===== config.mk =====
export PLATFORM = sky130hd
export DESIGN_NAME = branch_resolve
export DESIGN_NICKNAME = d
export VERILOG_FILES = /design/src/rtl/ctrl_pkg.sv /design/src/rtl/br_cmp.sv /design/src/rtl/branch_resolve.sv
export SDC_FILE = /design/constraint.sdc
export NUM_CORES = 1
export LEC_CHECK = 0
export CAP_MARGIN = 30
export CORE_UTILIZATION = 56
export DETAILED_ROUTE_END_ITERATION = 16
export PLACE_DENSITY_LB_ADDON = 0.05
export SLEW_MARGIN = 25
export SYNTH_ARGS = -nofsm -noshare
export SYNTH_HDL_FRONTEND = slang
export SYNTH_HIERARCHICAL = 1
export SYNTH_SLANG_ARGS = --single-unit
export TNS_END_PERCENT = 10

===== constraint.sdc =====
create_clock -name clk -period 7.99 [get_ports clk]
set_input_delay 1.1985 -clock clk [delete_from_list [all_inputs] [get_ports clk]]
set_output_delay 1.1985 -clock clk [all_outputs]
set_load 0.1 [all_outputs]

===== src/rtl/ctrl_pkg.sv =====
// Purpose : shared control-bundle layout and branch-op encodings for the ID decoders and EX stage.
// Latency : n/a (types and constants only).
// Backpressure: n/a.
package ctrl_pkg;

    localparam int BUNDLE_W = 22;

    // Bundle field positions
    localparam int B_WE_REG     = 21;
    localparam int B_WE_MEM     = 20;
    localparam int B_NPC_SEL    = 19;
    localparam int B_IMMGEN_MSB = 18;
    localparam int B_IMMGEN_LSB = 16;
    localparam int B_ALUOP_MSB  = 15;
    localparam int B_ALUOP_LSB  = 12;
    localparam int B_BRALU_MSB  = 11;
    localparam int B_BRALU_LSB  = 9;
    localparam int B_ASEL_MSB   = 8;
    localparam int B_ASEL_LSB   = 7;
    localparam int B_BSEL_MSB   = 6;
    localparam int B_BSEL_LSB   = 5;
    localparam int B_WBSEL_MSB  = 4;
    localparam int B_WBSEL_LSB  = 3;
    localparam int B_MEMW_MSB   = 2;
    localparam int B_MEMW_LSB   = 0;

    typedef logic [BUNDLE_W-1:0] sign_t;
    typedef logic [2:0]          bralu_op_t;

    localparam bralu_op_t BR_NONE = 3'b000;
    localparam bralu_op_t BR_EQ   = 3'b001;
    localparam bralu_op_t BR_NE   = 3'b010;
    localparam bralu_op_t BR_LT   = 3'b011;
    localparam bralu_op_t BR_GE   = 3'b100;
    localparam bralu_op_t BR_LTU  = 3'b101;
    localparam bralu_op_t BR_GEU  = 3'b110;
    localparam bralu_op_t BR_RSVD = 3'b111;

    // Operand-A select value meaning "PC" (target = pc + imm)
    localparam logic [1:0] ASEL_PC = 2'b10;

    // Wrong-path kill state: RUN when no beats left to drop, KILL otherwise
    typedef enum logic {ST_RUN = 1'b0, ST_KILL = 1'b1} kill_state_e;

endpackage


===== src/rtl/br_cmp.sv =====
// Purpose : branch condition evaluator; cond = rs1 <op> rs2 for the selected bralu_op.
// Latency : purely combinational.
// Backpressure: none.
// Ports   : bralu_op (3) in, rs1/rs2 (32) in, cond (1) out. BR_NONE and the reserved code give 0.
module br_cmp
    import ctrl_pkg::*;
(
    input  logic [2:0]  bralu_op,
    input  logic [31:0] rs1,
    input  logic [31:0] rs2,
    output logic        cond
);

    logic w_lt_s;
    logic w_lt_u;

    assign w_lt_s = $signed(rs1) < $signed(rs2);
    assign w_lt_u = rs1 < rs2;

    always_comb begin
        cond = 1'b0;
        case (bralu_op)
            BR_EQ:   cond = (rs1 == rs2);
            BR_NE:   cond = (rs1 != rs2);
            BR_LT:   cond = w_lt_s;
            BR_GE:   cond = ~w_lt_s;
            BR_LTU:  cond = w_lt_u;
            BR_GEU:  cond = ~w_lt_u;
            default: cond = 1'b0;
        endcase
    end

endmodule


===== src/rtl/branch_resolve.sv =====
// Purpose : EX-stage ID/EX register, branch resolution, one-shot redirect, wrong-path kill, branch stats.
// Latency : accept at edge E, ex_*/redirect visible in cycle E+1 (redirect is combinational from EX reg).
// Backpressure: stall holds the EX register, blocks accept and counter updates; kill counter holds.
// Ports   : clk, rstn (async low); in_valid/in_pc/in_sign/in_rs1/in_rs2/in_imm from ID; stall;
//           ex_valid/ex_sign to later stages; redirect_valid/redirect_pc/misalign to fetch;
//           br_cnt/taken_cnt statistics.
module branch_resolve
    import ctrl_pkg::*;
#(
    parameter int KILL_DEPTH = 2
)(
    input  logic                clk,
    input  logic                rstn,
    input  logic                in_valid,
    input  logic [31:0]         in_pc,
    input  logic [BUNDLE_W-1:0] in_sign,
    input  logic [31:0]         in_rs1,
    input  logic [31:0]         in_rs2,
    input  logic [31:0]         in_imm,
    input  logic                stall,
    output logic                ex_valid,
    output logic [BUNDLE_W-1:0] ex_sign,
    output logic                redirect_valid,
    output logic [31:0]         redirect_pc,
    output logic                misalign,
    output logic [31:0]         br_cnt,
    output logic [31:0]         taken_cnt
);

    localparam logic [1:0] KD = KILL_DEPTH[1:0];

    logic        r_ex_valid;
    sign_t       r_ex_sign;
    logic [31:0] r_pc, r_rs1, r_rs2, r_imm;
    logic        r_fired;
    logic        r_first;
    logic [1:0]  r_kcnt;
    kill_state_e r_state;
    logic [31:0] r_br_cnt, r_taken_cnt;

    logic        w_accept;
    logic        w_npc_sel;
    bralu_op_t   w_bralu;
    logic [1:0]  w_asel;
    logic        w_cond;
    logic        w_taken;
    logic [31:0] w_target;
    logic        w_redirect;
    logic [1:0]  w_kcnt_nxt;
    kill_state_e w_state_nxt;
    logic        w_kill_beat;

    assign w_accept  = in_valid & ~stall;
    assign w_npc_sel = r_ex_sign[B_NPC_SEL];
    assign w_bralu   = r_ex_sign[B_BRALU_MSB:B_BRALU_LSB];
    assign w_asel    = r_ex_sign[B_ASEL_MSB:B_ASEL_LSB];

    br_cmp u_cmp (
        .bralu_op (w_bralu),
        .rs1      (r_rs1),
        .rs2      (r_rs2),
        .cond     (w_cond)
    );

    // BR_NONE under npc_sel is an unconditional jump
    assign w_taken    = (w_bralu == BR_NONE) | w_cond;
    assign w_target   = (w_asel == ASEL_PC) ? (r_pc + r_imm) : ((r_rs1 + r_imm) & ~32'h1);
    // fired blocks a second pulse while the same instruction sits in EX under stall
    assign w_redirect = r_ex_valid & w_npc_sel & w_taken & ~r_fired;

    // Kill FSM: state register
    always_ff @(posedge clk or negedge rstn) begin
        if (!rstn) begin
            r_state <= ST_RUN;
            r_kcnt  <= 2'd0;
        end else begin
            r_state <= w_state_nxt;
            r_kcnt  <= w_kcnt_nxt;
        end
    end

    // Kill FSM: next state. A beat arriving on the redirect edge is already the first killed one.
    always_comb begin
        w_kcnt_nxt = r_kcnt;
        if (w_redirect)
            w_kcnt_nxt = KD - {1'b0, w_accept};
        else if ((r_state == ST_KILL) && w_accept)
            w_kcnt_nxt = r_kcnt - 2'd1;
        w_state_nxt = (w_kcnt_nxt != 2'd0) ? ST_KILL : ST_RUN;
    end

    // Kill FSM: outputs
    always_comb begin
        w_kill_beat = (r_state == ST_KILL) | w_redirect;
    end

    // ID/EX register
    always_ff @(posedge clk or negedge rstn) begin
        if (!rstn) begin
            r_ex_valid <= 1'b0;
            r_ex_sign  <= '0;
            r_pc       <= '0;
            r_rs1      <= '0;
            r_rs2      <= '0;
            r_imm      <= '0;
            r_first    <= 1'b0;
            r_fired    <= 1'b0;
        end else begin
            r_first <= w_accept;
            if (w_accept) begin
                r_ex_valid <= ~w_kill_beat;
                r_ex_sign  <= in_sign;
                r_pc       <= in_pc;
                r_rs1      <= in_rs1;
                r_rs2      <= in_rs2;
                r_imm      <= in_imm;
                r_fired    <= 1'b0;
            end else begin
                if (!stall)
                    r_ex_valid <= 1'b0;
                if (w_redirect)
                    r_fired <= 1'b1;
            end
        end
    end

    // Statistics: counted once, at the end of the first EX cycle
    always_ff @(posedge clk or negedge rstn) begin
        if (!rstn) begin
            r_br_cnt    <= '0;
            r_taken_cnt <= '0;
        end else if (r_first && r_ex_valid && w_npc_sel) begin
            r_br_cnt <= r_br_cnt + 32'd1;
            if (w_taken)
                r_taken_cnt <= r_taken_cnt + 32'd1;
        end
    end

    assign ex_valid       = r_ex_valid;
    assign ex_sign        = r_ex_sign;
    assign redirect_valid = w_redirect;
    assign redirect_pc    = w_target;
    assign misalign       = w_redirect & w_target[1];
    assign br_cnt         = r_br_cnt;
    assign taken_cnt      = r_taken_cnt;

endmodule


==> flow_metrics.env, run 1 <==
export IMPL_start_util_pct=57.1
export IMPL_drv_slew=0
export IMPL_period_share_pct=75.9
export IMPL_die_y_um=154
export IMPL_critPathSlowestCell="clkdlybuf4s50_1"
export IMPL_grt_max_degree=114
export IMPL_slowest_delay_ps=1130
export IMPL_wire_per_inst_um=18.2
export IMPL_power_switching_mw=2.21
export IMPL_clock_latency_ps=530
export IMPL_dpl_hpwl_mm=24.6
export IMPL_track_usage_pct=28.1
export IMPL_drc=0
export IMPL_nets=1743
export IMPL_yosysUniqueCellTypes=68
export IMPL_finalWeightedCongestion=0.950
export IMPL_worst_pin_slew_ps=1060
export IMPL_p_seq_share_pct=27.9
export IMPL_relSlewSlack_pct=29.1
export IMPL_period_needed_ps=6060
export IMPL_setup_tns_final_ps=0
export IMPL_combPwrFrac_pct=50.7
export IMPL_ir_worst_vdd_mv=0.252
export IMPL_cts_hold_buf=0
export IMPL_switching_share_pct=45.5
export IMPL_wl_mm=32.6
export IMPL_first_pass_iters=6
export IMPL_synth_edff_count=0
export IMPL_antenna_found_initial=6
export IMPL_p_int_mw=2.65
export IMPL_path_buf_inv=1
export IMPL_skew_ps=16.6
export IMPL_maxCapViolations=0
export IMPL_cp_required_ps=6790
export IMPL_ys_flop_type="dfrtp_1"
export IMPL_cp_arrival_ps=4860
export IMPL_final_common_cell="clkdlybuf4s50_1"
export IMPL_crit_top_cell="nor3_2"
export IMPL_clock_power_share_pct=21.4
export IMPL_initialDrtViolationCount=620
export IMPL_cts_resized=0
export IMPL_yosys_warnings=6
export IMPL_cts_sinks=220
export IMPL_worstPathCellList="ha_1 > and4_1 > nand4_2 > nor3_2 > o41a_1 > nor2_4 > mux2i_1 > nor3_2 > nor2_1 > nor3_1 > and2_1 > clkdlybuf4s50_1"
export IMPL_avgViaCountPerCell=5.74
export IMPL_syn_avg_cell_area_sq_um=10.6
export IMPL_clockBufferDepth=3
export IMPL_critPathLaunchType="register"
export IMPL_crit_path_max_fanout=7
export IMPL_synthArstFlopShare_pct=100
export IMPL_ant_nets=0
export IMPL_timing_hold_ws_ps=471
export IMPL_vias=10300
export IMPL_ys_seq_area_share_pct=42.7
export IMPL_clk_pin_slew_worst_paths_ps=60
export IMPL_dpl_instance_area_sq_um=15900
export IMPL_final_cell_mix="273 x clkdlybuf4s50_1, 220 x dfrtp_1, 149 x mux2_2"
export IMPL_numPortBuffers=274
export IMPL_cts_setup_buffers=0
export IMPL_syn_nets=1471
export IMPL_syn_inst=1220
export IMPL_synth_area_sq_um=12900
export IMPL_outcome="finished, final reports clean"
export IMPL_min_delay_path_class="reg2reg"
export IMPL_hold_viol_final=0
export IMPL_design_core_area_sq_um=22600
export IMPL_areaGrowthSynthToFinish_pct=29.5
export IMPL_stdcell_area_sq_um=16700
export IMPL_criticalPathCategory="reg2out"
export IMPL_ios=275
export IMPL_rsz0062_at_grt="false"
export IMPL_die_area_sq_um=23600
export IMPL_power_leakage_nw=7.38
export IMPL_clock_root_buffer="clkbuf_16"
export IMPL_htree_num_levels=1
export IMPL_cts_buffers=25
export IMPL_timing_fmax_mhz=165
export IMPL_rows=55
export IMPL_cts_tree="done"
export IMPL_grt_pass1_wl_mm=53.3
export IMPL_p_per_area_nw_per_um2=292
export IMPL_synth_seq_cells=220
export IMPL_end_kind="output port"
export IMPL_gr_total_overflow=0
export IMPL_cpLargestDelayFamily="simple AND/OR/NAND/NOR gates"
export IMPL_grt_pass1_vias=10500
export IMPL_drive_gt1_share_pct=13.8
export IMPL_die_w_um=154
export IMPL_report_final_setup_viol=0
-- layout make-up --
| cell class | instances | area [sq um] |
|---|---|---|
| timing repair buffer | 280 | 2810 |
| sequential | 220 | 5510 |
| tap | 285 | 357 |
| fill | 1652 | 5900 |
| multi-input combinational | 917 | 7080 |
| clock buffer | 36 | 697 |
| inverter | 48 | 180 |
| antenna | 5 | 12.5 |
| clock inverter | 3 | 32.5 |
-- registers in the layout, summed over array words and instances, names as in the netlist --
register and flops:
br_cnt 32, ex_sign 22, ex_valid 1, r_fired 1
r_first 1, r_imm 32, r_kcnt 2, r_pc 32
r_rs1 32, r_rs2 32, r_state 1, taken_cnt 32
-- cell families after synthesis --
logic type,synth area share (%)
xor gates and xnor gates,7.96
adders and majority gates,9.54
buffers and inverters,2.43
DFF,42.7
muxes,13.7
AOI/OAI and AO/OA,12.1
and+or+nand+nor,11.6
-- Yosys cell counts (3+ instances only) --
cell      count  area share [%]
a211oi_1      9            0.52
a21boi_0      4            0.23
a21o_1       37             2.2
a21oi_1      73             2.8
a221o_1       3            0.23
a31o_2        4            0.27
a31oi_1       8            0.39
a41oi_1       3            0.20
and2_1        8            0.39
and3_1       21             1.0
and4_1        4            0.27
clkbuf_1     32            0.93
dfrtp_1     220              43
ha_1         95             9.2
inv_1        48             1.4
mux2_2      149              13
mux2i_1       7            0.54
nand2_1     103             3.0
nand2b_1      8            0.39
nand3_1      35             1.4
nand4_1      17            0.83
nand4b_1      3            0.20
nor2_1       68             2.0
nor2b_1       8            0.39
nor3_1        9            0.35
nor4_1        4            0.19
o211ai_1      9            0.52
o21a_1        7            0.41
o21ai_0      48             1.9
o21bai_1      8            0.47
o31ai_1       3            0.17
xnor2_1      74             5.0
xor2_1       43             2.9
-- through the flow --
stage	total power, mW	worst slack (ps)	utilization (%)	instances
2_1_floorplan	3.21	1500	-	1220
3_3_place_gp	3.78	2580	70.4	1749
3_5_place_dp	3.82	2470	70.5	1749
4_1_cts	4.88	1930	73.7	1788
5_1_grt	5.11	1660	73.9	1793
6_report	4.86	1930	73.9	1794
-- layer usage --
layer | GRT usage, % | up-vias | share of wire [%]
met2 | 45.2 | 374 | 46
met5 | 0 | - | 0.037
met3 | 6.74 | 81 | 8.4
met4 | 10.8 | 2 | 3.9
li1 | - | 4933 | -
met1 | 36.8 | 4899 | 42
-- power groups by stage --
stage	Combinational [mW]	Clock [mW]	Sequential, mW
finish	2.47	1.04	1.36
global route	2.62	1.11	1.38
CTS	2.45	1.07	1.36
detailed placement	2.44	0	1.37
global placement	2.42	0	1.37
floorplan	1.69	0	1.52
-- worst paths after layout --
check	from	slack [ps]	endpoint	depth (start not counted)
max in group asynchronous	rstn	5870	r_rs1[25]	2
hold / removal	br_cnt[31]	470	br_cnt[31]	1
setup / recovery	r_rs1[31]	1930	misalign	12
setup reg to reg	r_rs1[31]	3880	taken_cnt[26]	15
min in group asynchronous	rstn	750	r_pc[16]	1
hold reg to reg	br_cnt[31]	470	br_cnt[31]	1
Note: power is estimated with default switching activity, not from simulation.
==> run 2, diff against run 1 <==
Settings changed: CORE_UTILIZATION 56 to 47.
Clock period 7.99 ns to 4.9 ns, I/O delays scaled along.
==> flow_metrics.env, run 2 (same netlist as run 1, synthesis figures left out) <==
export IMPL_ant_nets=0
export IMPL_timing_hold_ws_ps=245
export IMPL_wire_per_inst_um=17.8
export IMPL_initialDrtViolationCount=466
export IMPL_rr_endpoint="taken_cnt[22]"
export IMPL_cts_setup_buffers=0
export IMPL_dpl_instance_area_sq_um=16000
export IMPL_min_delay_path_class="in2async"
export IMPL_startpoint="r_imm[0]"
export IMPL_power_mw=8.09
export IMPL_avgViaCountPerCell=5.46
export IMPL_die_y_um=168
export IMPL_final_common_cell="clkdlybuf4s50_1"
export IMPL_reg2reg_slack_ps=650
export IMPL_drc=0
export IMPL_cts_buffers=26
export IMPL_grt_pass1_vias=10200
export IMPL_skew_ps=19.1
export IMPL_die_w_um=168
export IMPL_rows=60
export IMPL_reg2regPathDepth=15
export IMPL_ir_worst_vdd_mv=0.296
export IMPL_crit_path_max_fanout=4
export IMPL_period_needed_ps=4680
export IMPL_wl_met3_mm=2.28
export IMPL_clock_root_buffer="clkbuf_16"
export IMPL_end_kind="output port"
export IMPL_htree_num_levels=1
export IMPL_clock_latency_ps=550
export IMPL_gr_total_overflow=0
export IMPL_track_usage_pct=23.7
export IMPL_maxCapViolations=0
export IMPL_clockBufferDepth=3
export IMPL_clk_pin_slew_worst_paths_ps=60
export IMPL_ios=275
export IMPL_timing_fmax_mhz=214
export IMPL_worst_pin_slew_ps=1030
export IMPL_final_cell_mix="242 x clkdlybuf4s50_1, 220 x dfrtp_1, 149 x mux2_2"
export IMPL_drv_slew=0
export IMPL_first_pass_iters=5
export IMPL_report_final_setup_viol=0
export IMPL_rsz0062_at_grt="false"
export IMPL_top_layer_used="met5"
export IMPL_stdcell_count=1854
export IMPL_dr_wl_met2_mm=14.7
export IMPL_cp_arrival_ps=3950
export IMPL_p_per_area_nw_per_um2=482
export IMPL_areaGrowthSynthToFinish_pct=30.4
export IMPL_wl_mm=32.9
export IMPL_antenna_found_initial=3
export IMPL_timing_rr_start="r_rs1[31]"
export IMPL_drive_gt1_share_pct=16.5
export IMPL_vias=10100
export IMPL_dpl_hpwl_mm=24.7
export IMPL_relSlewSlack_pct=31.3
export IMPL_cp_required_ps=4160
export IMPL_numPortBuffers=274
export IMPL_dp_slack_ps=624
export IMPL_nets=1745
export IMPL_power_leakage_nw=7.48
export IMPL_stdcell_area_sq_um=16800
export IMPL_timing_final_ws_setup_ps=219
export IMPL_place_inst=1807
export IMPL_critPathLaunchType="register"
export IMPL_setup_tns_final_ps=0
export IMPL_outcome="finished, final reports clean"
export IMPL_design_core_area_sq_um=27000
export IMPL_die_area_sq_um=28100
export IMPL_post_route_util_pct=62.3
export IMPL_start_util_pct=47.8
export IMPL_cts_tree="done"
export IMPL_period_share_pct=95.5
export IMPL_criticalPathCategory="reg2out"
export IMPL_grt_pass1_wl_mm=53.4
export IMPL_finalWeightedCongestion=0.943
export IMPL_hold_viol_final=0
export IMPL_cts_sinks=220
export IMPL_grt_max_degree=119
export IMPL_drt_met1_wl_mm=15.2
run 2: how the worst max path moves through the flow:
| stage | to | slack [ps] | depth (start not counted) |
|---|---|---|---|
| 6_report | redirect_pc[26] | 220 | 13 |
| 5_1_grt | redirect_pc[26] | 30 | 11 |
| 4_1_cts | misalign | 210 | 12 |
| 3_5_place_dp | taken_cnt[26] | 620 | 15 |
| 3_3_place_gp | taken_cnt[26] | 790 | 15 |
| 2_1_floorplan | redirect_pc[24] | -230 | 9 |
run 2: final cells by class:
cell class / instances / area, sq um
diodes: 2 / 5.00
clock buffers: 34 / 701
clock inverters: 11 / 134
fillers: 2253 / 10200
inverters: 48 / 180
multi-input cells: 917 / 7090
flip-flops and latches: 220 / 5510
well taps: 341 / 427
repair buffers: 281 / 2760
run 2: worst max-delay path, stage by stage, from the launching register on:
cell	delay, ps
dfrtp_1	410
ha_1	220
inv_1	70
fa_1	210
nor2b_1	70
o31ai_1	620
a211oi_1	250
o21a_1	290
o2bb2ai_1	200
nor2_1	260
o21bai_1	130
xnor2_1	130
mux2i_1	200
buf_4	330
run 2: power by group:
group          leakage, nW  switching, mW  internal, mW
Combinational         4.34           2.71          1.25
Clock                0.413          0.791          1.11
Sequential            2.73          0.192          2.03
Total                 7.48           3.70          4.39
run 2: repair_timing:
action | in CTS | in global routing
endpoints found under the setup margin | 0 | 1
resized for setup | 0 | 1
hold buffers | 0 | 0
run 2: per-layer routing:
layer | vias to the layer above | track usage [%]
li1 | 4922 | -
met4 | 2 | 5.62
met3 | 50 | 5.34
met5 | - | 0
met2 | 300 | 37.4
met1 | 4856 | 33.0
